<file path="config.mk">
export PLATFORM = sky130hd
export DESIGN_NAME = ram_burst_ctrl
export DESIGN_NICKNAME = d
export VERILOG_FILES = /design/src/rtl/ram_pkg.sv /design/src/rtl/ram_rsp_fifo.sv /design/src/rtl/ram_burst_ctrl.sv
export SDC_FILE = /design/constraint.sdc
export NUM_CORES = 1
export LEC_CHECK = 0
export CORE_MARGIN = 5
export CORE_UTILIZATION = 53
export CTS_CLUSTER_DIAMETER = 100
export DETAILED_ROUTE_END_ITERATION = 8
export GPL_ROUTABILITY_DRIVEN = 0
export PLACE_DENSITY_LB_ADDON = 0.3
export RECOVER_POWER = 50
export SYNTH_ARGS = -nofsm -noshare
export SYNTH_HDL_FRONTEND = slang
export SYNTH_HIERARCHICAL = 1
export SYNTH_SLANG_ARGS = --single-unit
</file>
<file path="constraint.sdc">
create_clock -name clk -period 3.4 [get_ports clk]
set_input_delay 0.51 -clock clk [delete_from_list [all_inputs] [get_ports clk]]
set_output_delay 0.51 -clock clk [all_outputs]
set_load 0.02 [all_outputs]
</file>
<file path="src/rtl/ram_pkg.sv">
// Shared constants for the 256x64 ram request path: widths, controller
// state encodings and the {cen, wen} strobe pairs driven to the ram.
package ram_pkg;

  localparam int AW   = 8;
  localparam int DW   = 64;
  localparam int LENW = 4;

  typedef logic [1:0] state_t;

  localparam state_t ST_IDLE  = 2'd0;
  localparam state_t ST_WRITE = 2'd1;
  localparam state_t ST_READ  = 2'd2;
  localparam state_t ST_DRAIN = 2'd3;

  // {cen, wen}
  localparam logic [1:0] CMD_NOP = 2'b00;
  localparam logic [1:0] CMD_RD  = 2'b10;
  localparam logic [1:0] CMD_WR  = 2'b11;

endpackage

</file>
<file path="src/rtl/ram_rsp_fifo.sv">
// Read-response FIFO: holds {last, data} beats captured from the ram until
// the core accepts them. Head entry is presented directly on dout.
module ram_rsp_fifo #(
  parameter int W     = 65,
  parameter int DEPTH = 4,
  parameter int CW    = $clog2(DEPTH + 1)
) (
  input  logic          clk,
  input  logic          reset_n,
  input  logic          push,
  input  logic [W-1:0]  din,
  input  logic          pop,
  output logic [W-1:0]  dout,
  output logic [CW-1:0] count,
  output logic          full,
  output logic          empty
);

  localparam int PW = (DEPTH > 1) ? $clog2(DEPTH) : 1;
  localparam logic [PW-1:0] LAST_P = PW'(DEPTH - 1);
  localparam logic [PW-1:0] P_ONE  = {{(PW-1){1'b0}}, 1'b1};
  localparam logic [CW-1:0] C_ONE  = {{(CW-1){1'b0}}, 1'b1};
  localparam logic [CW-1:0] FULL_C = CW'(DEPTH);

  logic [W-1:0]  mem_q [DEPTH];
  logic [PW-1:0] wr_ptr_q, wr_ptr_d, rd_ptr_q, rd_ptr_d;
  logic [CW-1:0] count_q, count_d;
  logic          do_push_s, do_pop_s;

  assign full  = (count_q == FULL_C);
  assign empty = (count_q == {CW{1'b0}});
  assign count = count_q;
  assign dout  = mem_q[rd_ptr_q];

  // Pointer and occupancy update; a simultaneous push and pop leaves count unchanged.
  always_comb begin
    do_push_s = push & ~full;
    do_pop_s  = pop & ~empty;
    if (do_push_s) begin
      wr_ptr_d = (wr_ptr_q == LAST_P) ? {PW{1'b0}} : wr_ptr_q + P_ONE;
    end else begin
      wr_ptr_d = wr_ptr_q;
    end
    if (do_pop_s) begin
      rd_ptr_d = (rd_ptr_q == LAST_P) ? {PW{1'b0}} : rd_ptr_q + P_ONE;
    end else begin
      rd_ptr_d = rd_ptr_q;
    end
    case ({do_push_s, do_pop_s})
      2'b10:   count_d = count_q + C_ONE;
      2'b01:   count_d = count_q - C_ONE;
      default: count_d = count_q;
    endcase
  end

  // Storage and pointer registers; reset clears contents so the head reads zero.
  always_ff @(posedge clk or negedge reset_n) begin
    if (!reset_n) begin
      for (int i = 0; i < DEPTH; i++) begin
        mem_q[i] <= {W{1'b0}};
      end
      wr_ptr_q <= {PW{1'b0}};
      rd_ptr_q <= {PW{1'b0}};
      count_q  <= {CW{1'b0}};
    end else begin
      if (do_push_s) begin
        mem_q[wr_ptr_q] <= din;
      end
      wr_ptr_q <= wr_ptr_d;
      rd_ptr_q <= rd_ptr_d;
      count_q  <= count_d;
    end
  end

endmodule

</file>
<file path="src/rtl/ram_burst_ctrl.sv">
// Burst request controller for the single-port ram: sequences registered
// cen/wen/s_addr/s_din strobes and returns read beats through a credit-guarded FIFO.
module ram_burst_ctrl
  import ram_pkg::*;
#(
  parameter int AW     = ram_pkg::AW,
  parameter int DW     = ram_pkg::DW,
  parameter int LENW   = ram_pkg::LENW,
  parameter int RD_LAT = 1,
  parameter int FDEPTH = 4
) (
  input  logic            clk,
  input  logic            reset_n,
  input  logic            req_valid,
  output logic            req_ready,
  input  logic            req_write,
  input  logic [AW-1:0]   req_addr,
  input  logic [LENW-1:0] req_len,
  input  logic            wd_valid,
  output logic            wd_ready,
  input  logic [DW-1:0]   wd_data,
  output logic            rd_valid,
  input  logic            rd_ready,
  output logic [DW-1:0]   rd_data,
  output logic            rd_last,
  output logic            busy,
  output logic            cen,
  output logic            wen,
  output logic [AW-1:0]   s_addr,
  output logic [DW-1:0]   s_din,
  input  logic [DW-1:0]   s_dout
);

  localparam int CW = $clog2(FDEPTH + 1);
  localparam logic [AW-1:0]   A_ONE    = {{(AW-1){1'b0}}, 1'b1};
  localparam logic [LENW-1:0] L_ONE    = {{(LENW-1){1'b0}}, 1'b1};
  localparam logic [CW:0]     CREDIT_C = (CW + 1)'(FDEPTH);

  state_t            state_q, state_d;
  logic [AW-1:0]     cur_q, cur_d, s_addr_q, s_addr_d;
  logic [LENW-1:0]   len_q, len_d, beat_q, beat_d;
  logic [DW-1:0]     s_din_q, s_din_d;
  logic              cen_q, cen_d, wen_q, wen_d, iss_last_q, iss_last_d;
  logic [RD_LAT-1:0] tag_q, tag_d, tlast_q, tlast_d;
  logic [CW-1:0]     infl_q, infl_d, fifo_count_s;
  logic              fifo_full_s, fifo_empty_s, credit_ok_s, issue_s, cap_s, pop_s;
  logic [DW:0]       fifo_dout_s;

  // Reads already strobed or in the ram pipeline hold a FIFO slot, so a capture can never overflow.
  assign credit_ok_s = ~fifo_full_s &
                       (({1'b0, fifo_count_s} + {1'b0, infl_q}) < CREDIT_C);
  assign cap_s = tag_q[RD_LAT-1];
  assign pop_s = ~fifo_empty_s & rd_ready;

  // Burst sequencing and strobe generation.
  always_comb begin
    state_d    = state_q;
    cur_d      = cur_q;
    len_d      = len_q;
    beat_d     = beat_q;
    s_addr_d   = s_addr_q;
    s_din_d    = s_din_q;
    iss_last_d = 1'b0;
    issue_s    = 1'b0;
    {cen_d, wen_d} = CMD_NOP;
    case (state_q)
      ST_IDLE: begin
        if (req_valid) begin
          cur_d   = req_addr;
          len_d   = req_len;
          beat_d  = {LENW{1'b0}};
          state_d = req_write ? ST_WRITE : ST_READ;
        end else begin
          state_d = ST_IDLE;
        end
      end
      ST_WRITE: begin
        if (wd_valid) begin
          {cen_d, wen_d} = CMD_WR;
          s_addr_d = cur_q;
          s_din_d  = wd_data;
          cur_d    = cur_q + A_ONE;
          if (beat_q == len_q) begin
            state_d = ST_IDLE;
          end else begin
            beat_d = beat_q + L_ONE;
          end
        end else begin
          {cen_d, wen_d} = CMD_NOP;
        end
      end
      ST_READ: begin
        if (credit_ok_s) begin
          {cen_d, wen_d} = CMD_RD;
          issue_s    = 1'b1;
          s_addr_d   = cur_q;
          cur_d      = cur_q + A_ONE;
          iss_last_d = (beat_q == len_q);
          if (beat_q == len_q) begin
            state_d = ST_DRAIN;
          end else begin
            beat_d = beat_q + L_ONE;
          end
        end else begin
          {cen_d, wen_d} = CMD_NOP;
        end
      end
      ST_DRAIN: begin
        if ((infl_q == {CW{1'b0}}) && fifo_empty_s) begin
          state_d = ST_IDLE;
        end else begin
          state_d = ST_DRAIN;
        end
      end
      default: state_d = ST_IDLE;
    endcase
  end

  // Read-latency tag pipeline and in-flight accounting.
  always_comb begin
    tag_d      = tag_q;
    tlast_d    = tlast_q;
    tag_d[0]   = cen_q & ~wen_q;
    tlast_d[0] = iss_last_q;
    for (int i = 1; i < RD_LAT; i++) begin
      tag_d[i]   = tag_q[i-1];
      tlast_d[i] = tlast_q[i-1];
    end
    infl_d = infl_q + {{(CW-1){1'b0}}, issue_s} - {{(CW-1){1'b0}}, cap_s};
  end

  // Controller registers; reset drops the ram strobes without waiting for a clock.
  always_ff @(posedge clk or negedge reset_n) begin
    if (!reset_n) begin
      state_q    <= ST_IDLE;
      cur_q      <= {AW{1'b0}};
      len_q      <= {LENW{1'b0}};
      beat_q     <= {LENW{1'b0}};
      cen_q      <= 1'b0;
      wen_q      <= 1'b0;
      s_addr_q   <= {AW{1'b0}};
      s_din_q    <= {DW{1'b0}};
      iss_last_q <= 1'b0;
      tag_q      <= {RD_LAT{1'b0}};
      tlast_q    <= {RD_LAT{1'b0}};
      infl_q     <= {CW{1'b0}};
    end else begin
      state_q    <= state_d;
      cur_q      <= cur_d;
      len_q      <= len_d;
      beat_q     <= beat_d;
      cen_q      <= cen_d;
      wen_q      <= wen_d;
      s_addr_q   <= s_addr_d;
      s_din_q    <= s_din_d;
      iss_last_q <= iss_last_d;
      tag_q      <= tag_d;
      tlast_q    <= tlast_d;
      infl_q     <= infl_d;
    end
  end

  ram_rsp_fifo #(
    .W     (DW + 1),
    .DEPTH (FDEPTH),
    .CW    (CW)
  ) u_rsp_fifo (
    .clk     (clk),
    .reset_n (reset_n),
    .push    (cap_s),
    .din     ({tlast_q[RD_LAT-1], s_dout}),
    .pop     (pop_s),
    .dout    (fifo_dout_s),
    .count   (fifo_count_s),
    .full    (fifo_full_s),
    .empty   (fifo_empty_s)
  );

  assign req_ready = (state_q == ST_IDLE);
  assign busy      = (state_q != ST_IDLE);
  assign wd_ready  = (state_q == ST_WRITE);
  assign rd_valid  = ~fifo_empty_s;
  assign rd_data   = fifo_dout_s[DW-1:0];
  assign rd_last   = fifo_dout_s[DW];
  assign cen       = cen_q;
  assign wen       = wen_q;
  assign s_addr    = s_addr_q;
  assign s_din     = s_din_q;

endmodule

</file>
After elaboration in Yosys (flattened, before gate mapping):

Cells that the tools add are included.

* bits in registers: 365
* latch bits: 0
* bits in writable memories: 0
* bits in read-only memories: 0
* output and inout bits: 143
* logic and storage cells: 106
* memories: 0

* add/subtract/negate cells: 9
* $mul: 0
* divide/modulo/power cells: 0
* $lt $le $gt $ge: 4
* equal/unequal tests: 14
* shift operators: 0
* mux-type cells: 36
* bitwise logic cells: 10
* reduce and logical (&&, ||, !) cells: 14

Operators with widths (count)
* 260-bit bitwise mux: 1
* 65-bit two-way mux: 3
* 65-bit binary-select mux with 2-bit select: 1
* 65-bit demux with 2-bit select: 1
* 8-bit two-way mux: 5
* 8-bit case mux with 3 select lines: 1
* 2-bit two-way mux: 9
* 4-bit two-way mux: 4
* 8-bit case mux with 2 select lines: 1
* 4-bit case mux with 3 select lines: 1
* 2-bit equality test (second input constant): 5
* 8-bit by 1-bit adder with 8-bit output (second input constant): 1
* 2-bit inequality test (second input constant): 4
* 2-bit case mux with 4 select lines: 1
* 4-bit AND reduction: 2
* 3-bit greater-or-equal comparator (second input constant): 2
* 3-bit zero test: 2
* 1-bit two-way mux: 6
* 2-bit NOT with 3-bit output: 2
* 3-bit case mux with 2 select lines: 1
* 2-bit nonzero test: 3
* 1-bit bitwise AND: 5
* 2-bit by 1-bit adder with 2-bit output (second input constant): 2
* 3-bit by 3-bit adder with 4-bit output: 1
* 18 further kinds: 23

Depth between registers and ports, before layout:

* depth after elaboration: 7
* depth in mapped cells: 10
* depth with buffers taken out: 10

By module:

Netlist, hierarchy kept.

Modules (own cells, without submodules)
* ram_rsp_fifo: times used 1, cells each 671, area each 11713.7 sq um, sequential area each 6681.4 sq um
* ram_burst_ctrl: times used 1, cells each 309, area each 4239.1 sq um, sequential area each 2452.4 sq um

Worst setup path after synthesis:

OpenSTA, ideal clock, no wires.

* path type: register to register
* start point: register infl_q[2]
* end point: register infl_q[2]
* arrival: 2259 ps
* required time: 3277 ps
* slack: 1018 ps
* stages on the path, launching flop included: 10
* path buffers: 0
* cell sequence: dfrtp_1 > ha_1 > nor4_4 > nand3_1 > ha_1 > inv_1 > ha_1 > fa_1 > xor2_1 > xnor2_1

* word-level cells in the longest chain between the ends: 7

RTL lines
* start, declared: line ram_burst_ctrl.sv:45 `logic [CW-1:0] infl_q, infl_d, fifo_count_s;`
* start signal, assigned: line ram_burst_ctrl.sv:146 `infl_q <= {CW{1'b0}};`
* start signal, assigned: line ram_burst_ctrl.sv:159 `infl_q <= infl_d;`
* 3-bit by 3-bit adder with 4-bit output: line ram_burst_ctrl.sv:51 `(({1'b0, fifo_count_s} + {1'b0, infl_q}) < CREDIT_C);`
* 4-bit by 3-bit < comparator with 1-bit output: line ram_burst_ctrl.sv:51
* 1-bit bitwise AND: line ram_burst_ctrl.sv:50 `assign credit_ok_s = ~fifo_full_s &`
* 1-bit two-way mux: line ram_burst_ctrl.sv:93 `if (credit_ok_s) begin`
* 1-bit two-way mux: line ram_burst_ctrl.sv:66 `case (state_q)`
* 3-bit by 1-bit adder with 3-bit output *: line ram_burst_ctrl.sv:129 `infl_d = infl_q + {{(CW-1){1'b0}}, issue_s} - {{(CW-1){1'b0}}, cap_s};`
* 3-bit by 1-bit subtractor with 3-bit output *: line ram_burst_ctrl.sv:129
* net infl_d[2]: line ram_burst_ctrl.sv:45

Mark *: on every way through the listed nets, which the timed path passes. The rest lies on a longest branch.
A chain may end at the register's enable or synchronous reset.

Final worst setup path:

* start point: register u_rsp_fifo.rd_ptr_q[0]
* end point: output port rd_last

* word-level cells in the longest chain between the ends: 4

RTL lines
* start, declared: line ram_rsp_fifo.sv:26 `logic [PW-1:0] wr_ptr_q, wr_ptr_d, rd_ptr_q, rd_ptr_d;`
* start signal, assigned: line ram_rsp_fifo.sv:63 `rd_ptr_q <= {PW{1'b0}};`
* start signal, assigned: line ram_rsp_fifo.sv:70 `rd_ptr_q <= rd_ptr_d;`
* 2-bit NOT with 3-bit output (not written as such): line ram_rsp_fifo.sv:33 `assign dout = mem_q[rd_ptr_q];`
* 65-bit binary-select mux with 2-bit select: line ram_rsp_fifo.sv:33
* 65-bit two-way mux (not written as such) (2 in a row): line ram_rsp_fifo.sv:33
* end, declared: line ram_burst_ctrl.sv:25 `output logic rd_last,`

Every way passes these cells. The select of a mux whose other input is x is not followed.

==> out/qor_table.md <==
| Item | Reported | Unit |
|---|---|---|
| Antenna violations before repair | 1 | - |
| Final standard cell area without fillers | 0.0203 | mm2 |
| Warnings, synthesis | 6 | - |
| Async set or reset register ratio after synthesis | 100 | % |
| Die Width | 183 | um |
| # DRC | 0 | - |
| Synth top area cells | dfrtp_1 (57%), mux2_2 (24%), mux4_2 (9.2%) | - |
| Count of vias placed by the detailed router | 9,438 | - |
| Synthesized net count | 1,144 | - |
| Ratio of cells with drive above 1 in the final layout | 37.9 | % |
| Sequential share of power | 36.1 | % |
| Clk sink count | 365 | - |
| Setup TNS | 0 | ps |
| Number of buffers added for setup after CTS | 0 | - |
| Max stage delay on crit path | 620 | ps |
| Max-slew headroom | -36.6 | % |
| Worst IR drop on VDD | 607 | uV |
| Clock slew at reported path FFs | 60 | ps |
| Total number of nets in the final design | 1,438 | - |
| Number of cells traversed by the worst hold path | 0 | - |
| Smallest hold slack | 348 | ps |
| Period minus WS final | 3180 | ps |
| Xor-xnor portion of the synthesized cell area | 0.494 | % |
| Mean area per synthesized cell | 16.3 | um2 |
| Initial detailed-routing violation count | 447 | - |
| Fraction of the mapped netlist area in adder cells | 1.51 | % |
| Post-layout instance count excluding filler cells | 1,688 | - |
| Global-route total usage across every layer | 21.4 | % |
| Count of buffers from port buffering | 288 | - |
| Post-synthesis mux area share | 33.6 | % |
| Failing checks | capacitance limit, slew limit | - |
| Fraction of the cycle the final worst path needs | 93.4 | % |
| Worst-case hold path end point | tlast_q | - |
| Mean number of vias per cell | 5.59 | - |
| Post-Synthesis Cells | 980 | - |
| Buffer levels on the longest clock path | 3 | - |
| Synth unique cells | 47 | - |
| Placed cells | 1,621 | - |
| Proportion of synthesized chip area in sequential cells | 57.3 | % |
| Dominant combinational cell family by area after synthesis | multiplexers | - |
| Total wire length after detailed routing | 35,300 | um |
| Average routed wire per standard cell | 20.9 | um |
| Critical path start-end classification | reg2out | - |
| Number of register bits inferred by synthesis | 365 | - |
| Worst Setup End Kind | output port | - |
| Fraction of power consumed by combinational cells | 45.3 | % |
| Clk_lat worst skew | 510 | ps |
| Share of the synthesized area in compound gates (AO/OA/AOI/OAI) | 1.76 | % |
| Number of global-route vias before repair | 10,567 | - |
| Sw frac | 33.4 | % |
| Total of max-cap violations | 3 | - |
| Total cell area at the placement stage | 0.0192 | mm2 |
| Post-synthesis share of cell area spent on and, or, nand and nor gates | 2.20 | % |
| Std cell rows | 63 | - |
| Nature of the critical path startpoint | flop | - |
| Start point of the worst hold path | iss_last_q | - |
| Most used standard cell by instance count after synthesis | dfrtp_1 | - |
| Area growth syn-to-layout | 27.4 | % |
| Post-synth EDFFs | 0 | - |
| Reg-to-Reg End | u_rsp_fifo/mem_q[36] | - |
| Fillers | 2,031 | - |
| Flip-flop cell with the highest count after synthesis | dfrtp_1 | - |
| Slowest stage cell on the critical path | dfrtp_4 | - |
| P_leak | 8.70 | nW |
| Fin. Hold Viols | 0 | - |
| H-tree levels | 2 | - |
| Remaining antenna violation count after routing | 0 | - |
| Register-to-register setup slack | 410 | ps |
| Root cell of the clock tree | clkbuf_16 | - |
| Final Slew Violations | 206 | - |
| Netlist area before placement | 0.0160 | mm2 |
| Die height | 183 | um |
| Area of the die | 0.0337 | mm2 |
| Placeable Area | 0.0297 | mm2 |
| Least setup slack across all paths after layout | 223 | ps |
| Biggest area consumer among synthesized cells | dfrtp_1 | - |
| First-pass iteration count of the detailed router | 4 | - |
| Worst-Margin Slew | 2050 | ps |
| Critical Path, Cell by Cell | buf_12 -> mux4_2 -> clkdlybuf4s50_1 | - |
| Largest net degree at the start of global routing | 78 | - |
| Int Pwr | 14.2 | mW |
| Net switching power | 7.13 | mW |
| TritonCTS buffer count | 40 | - |
| Worst EP required | 2890 | ps |
| Startpoint of the worst register-to-register path | u_rsp_fifo/count[0] | - |
| Final number of setup-violating endpoints | 0 | - |
| Number of cells traversed by the worst register-to-register path | 4 | - |
| Wire length of the first global-routing pass | 58,000 | um |
| Dpl ws | 705 | ps |
| Maximum achievable frequency | 315 | MHz |
| P per Cell Area | 1050 | mW/mm2 |
| Largest fanout on the critical path | 41 | - |
| Global route overflow | 0 | - |
| Half-perimeter wire length after placement | 23,500 | um |
| CTS tree | built | - |
| Clk pwr share | 18.7 | % |
| Worst clock skew on the final layout | 8.16 | ps |
| Setup repair after global routing missed its margin | false | - |
| Starting density of the core | 53.7 | % |
| Ranking of synthesized cells by instance count | dfrtp_1 (365), mux2_2 (333), mux4_2 (65) | - |
| Status | finished with violations | - |
| Hold/Removal Path Class | reg2reg | - |
| Io pins | 289 | - |
| Worst Path Arrival | 2670 | ps |
| Area share of the leading cell type in the synthesized netlist | 57.3 | % |
-- power groups by stage --
stage | Sequential [mW] | Combinational (mW) | Clock (mW)
detailed placement | 7.75 | 9.77 | 0
CTS | 7.71 | 9.82 | 4.09
global placement | 7.66 | 9.55 | 0
finish | 7.69 | 9.66 | 3.98
floorplan | 7.78 | 5.90 | 0
global route | 7.96 | 10.4 | 4.27
-- worst max-delay path, delay by kind of cell, from the launching register on --
family,cells,cell delay (ps)
flip-flops,1,620
multiplexers,1,550
buffers and inverters,2,920
-- state kept, by name (all words and copies together) (netlist names) --
name / count
beat_q: 4
tlast_q: 1
cur_q: 8
iss_last_q: 1
len_q: 4
s_din: 64
wen: 1
u_rsp_fifo/wr_ptr_q: 2
u_rsp_fifo/count: 3
cen: 1
cap_s: 1
u_rsp_fifo/mem_q: 260
state_q: 2
s_addr: 8
infl_q: 3
u_rsp_fifo/rd_ptr_q: 2
-- layout make-up --
cell class	count	area [um2]	share of cell area, %
antenna	1	2.50	0.0123
clock buffer	58	1130	5.56
clock inverter	7	62.6	0.308
inverter	19	71.3	0.351
multi-input combinational	540	6330	31.1
sequential	365	9140	45.0
tap	390	488	2.40
timing repair buffer	308	3100	15.2
-- cells by family (layout without fill, tap and decap cells) --
kind of cell / Yosys count / after routing
AOI/OAI and AO/OA: 42 / 42
xor gates and xnor gates: 9 / 9
adders and majority gates: 18 / 18
buffers and inverters: 75 / 392
DFF: 365 / 365
muxes: 409 / 409
other: 0 / 1
and+or+nand+nor: 62 / 62
-- timing repair --
action | in CTS | in global routing
hold buffers | 1 | 0
hold endpoints to repair | 6 | 0
gates resized for setup | 0 | 0
-- how the worst max path moves through the flow --
stage	start	end	slack, ps	cells past startpoint
after floorplan	infl_q[2]	infl_q[2]	1020	9
after global placement	u_rsp_fifo/rd_ptr_q[0]	rd_data[53]	760	3
final	u_rsp_fifo/rd_ptr_q[0]	rd_last	220	3
after detailed placement	u_rsp_fifo/rd_ptr_q[0]	rd_data[1]	710	3
after CTS	u_rsp_fifo/rd_ptr_q[0]	rd_last	160	3
after global routing	u_rsp_fifo/rd_ptr_q[0]	rd_last	80	3
-- layer usage --
| layer | vias up | GRT usage [%] | share of wire [%] |
|---|---|---|---|
| met1 | 4884 | 28.0 | 41 |
| met3 | 63 | 6.21 | 7.5 |
| met5 | - | 0 | 0 |
| met2 | 293 | 35.3 | 49 |
| li1 | 4198 | - | - |
| met4 | 0 | 5.78 | 2.2 |
-- metrics by stage --
| stage | utilization [%] | total power, mW |
|---|---|---|
| 3_5_place_dp | 64.5 | 17.5 |
| 2_1_floorplan | - | 13.7 |
| 5_1_grt | 68.4 | 22.6 |
| 3_3_place_gp | 64.5 | 17.2 |
| 6_report | 68.4 | 21.3 |
| 4_1_cts | 68.6 | 21.6 |
-- layout by cell type, fill, tap and decap left out, types with 2 or more instances in the layout --
master             n
mux2i_1            3
clkdlybuf4s50_1  287
inv_1             19
buf_12             6
clkbuf_8           4
a31oi_1            5
clkbuf_2           4
nand2_1           17
mux4_2            65
fa_1               2
nand4_1            5
xor2_1             3
dfrtp_1          363
xnor2_1            6
o22ai_1            3
ha_1              16
nor2_1             8
a21o_1             2
clkbuf_1          13
o211ai_1           3
dfrtp_4            2
clkbuf_16         41
nand2b_1           4
nor2b_1            4
o21ai_0           10
o221ai_1           2
mux2_2           333
mux2_4             8
nor2_4             4
a21oi_1            8
nand3_1            9
clkinv_2           5
buf_4             10
nor3_1             2
Note: power is estimated with default switching activity, not from simulation.
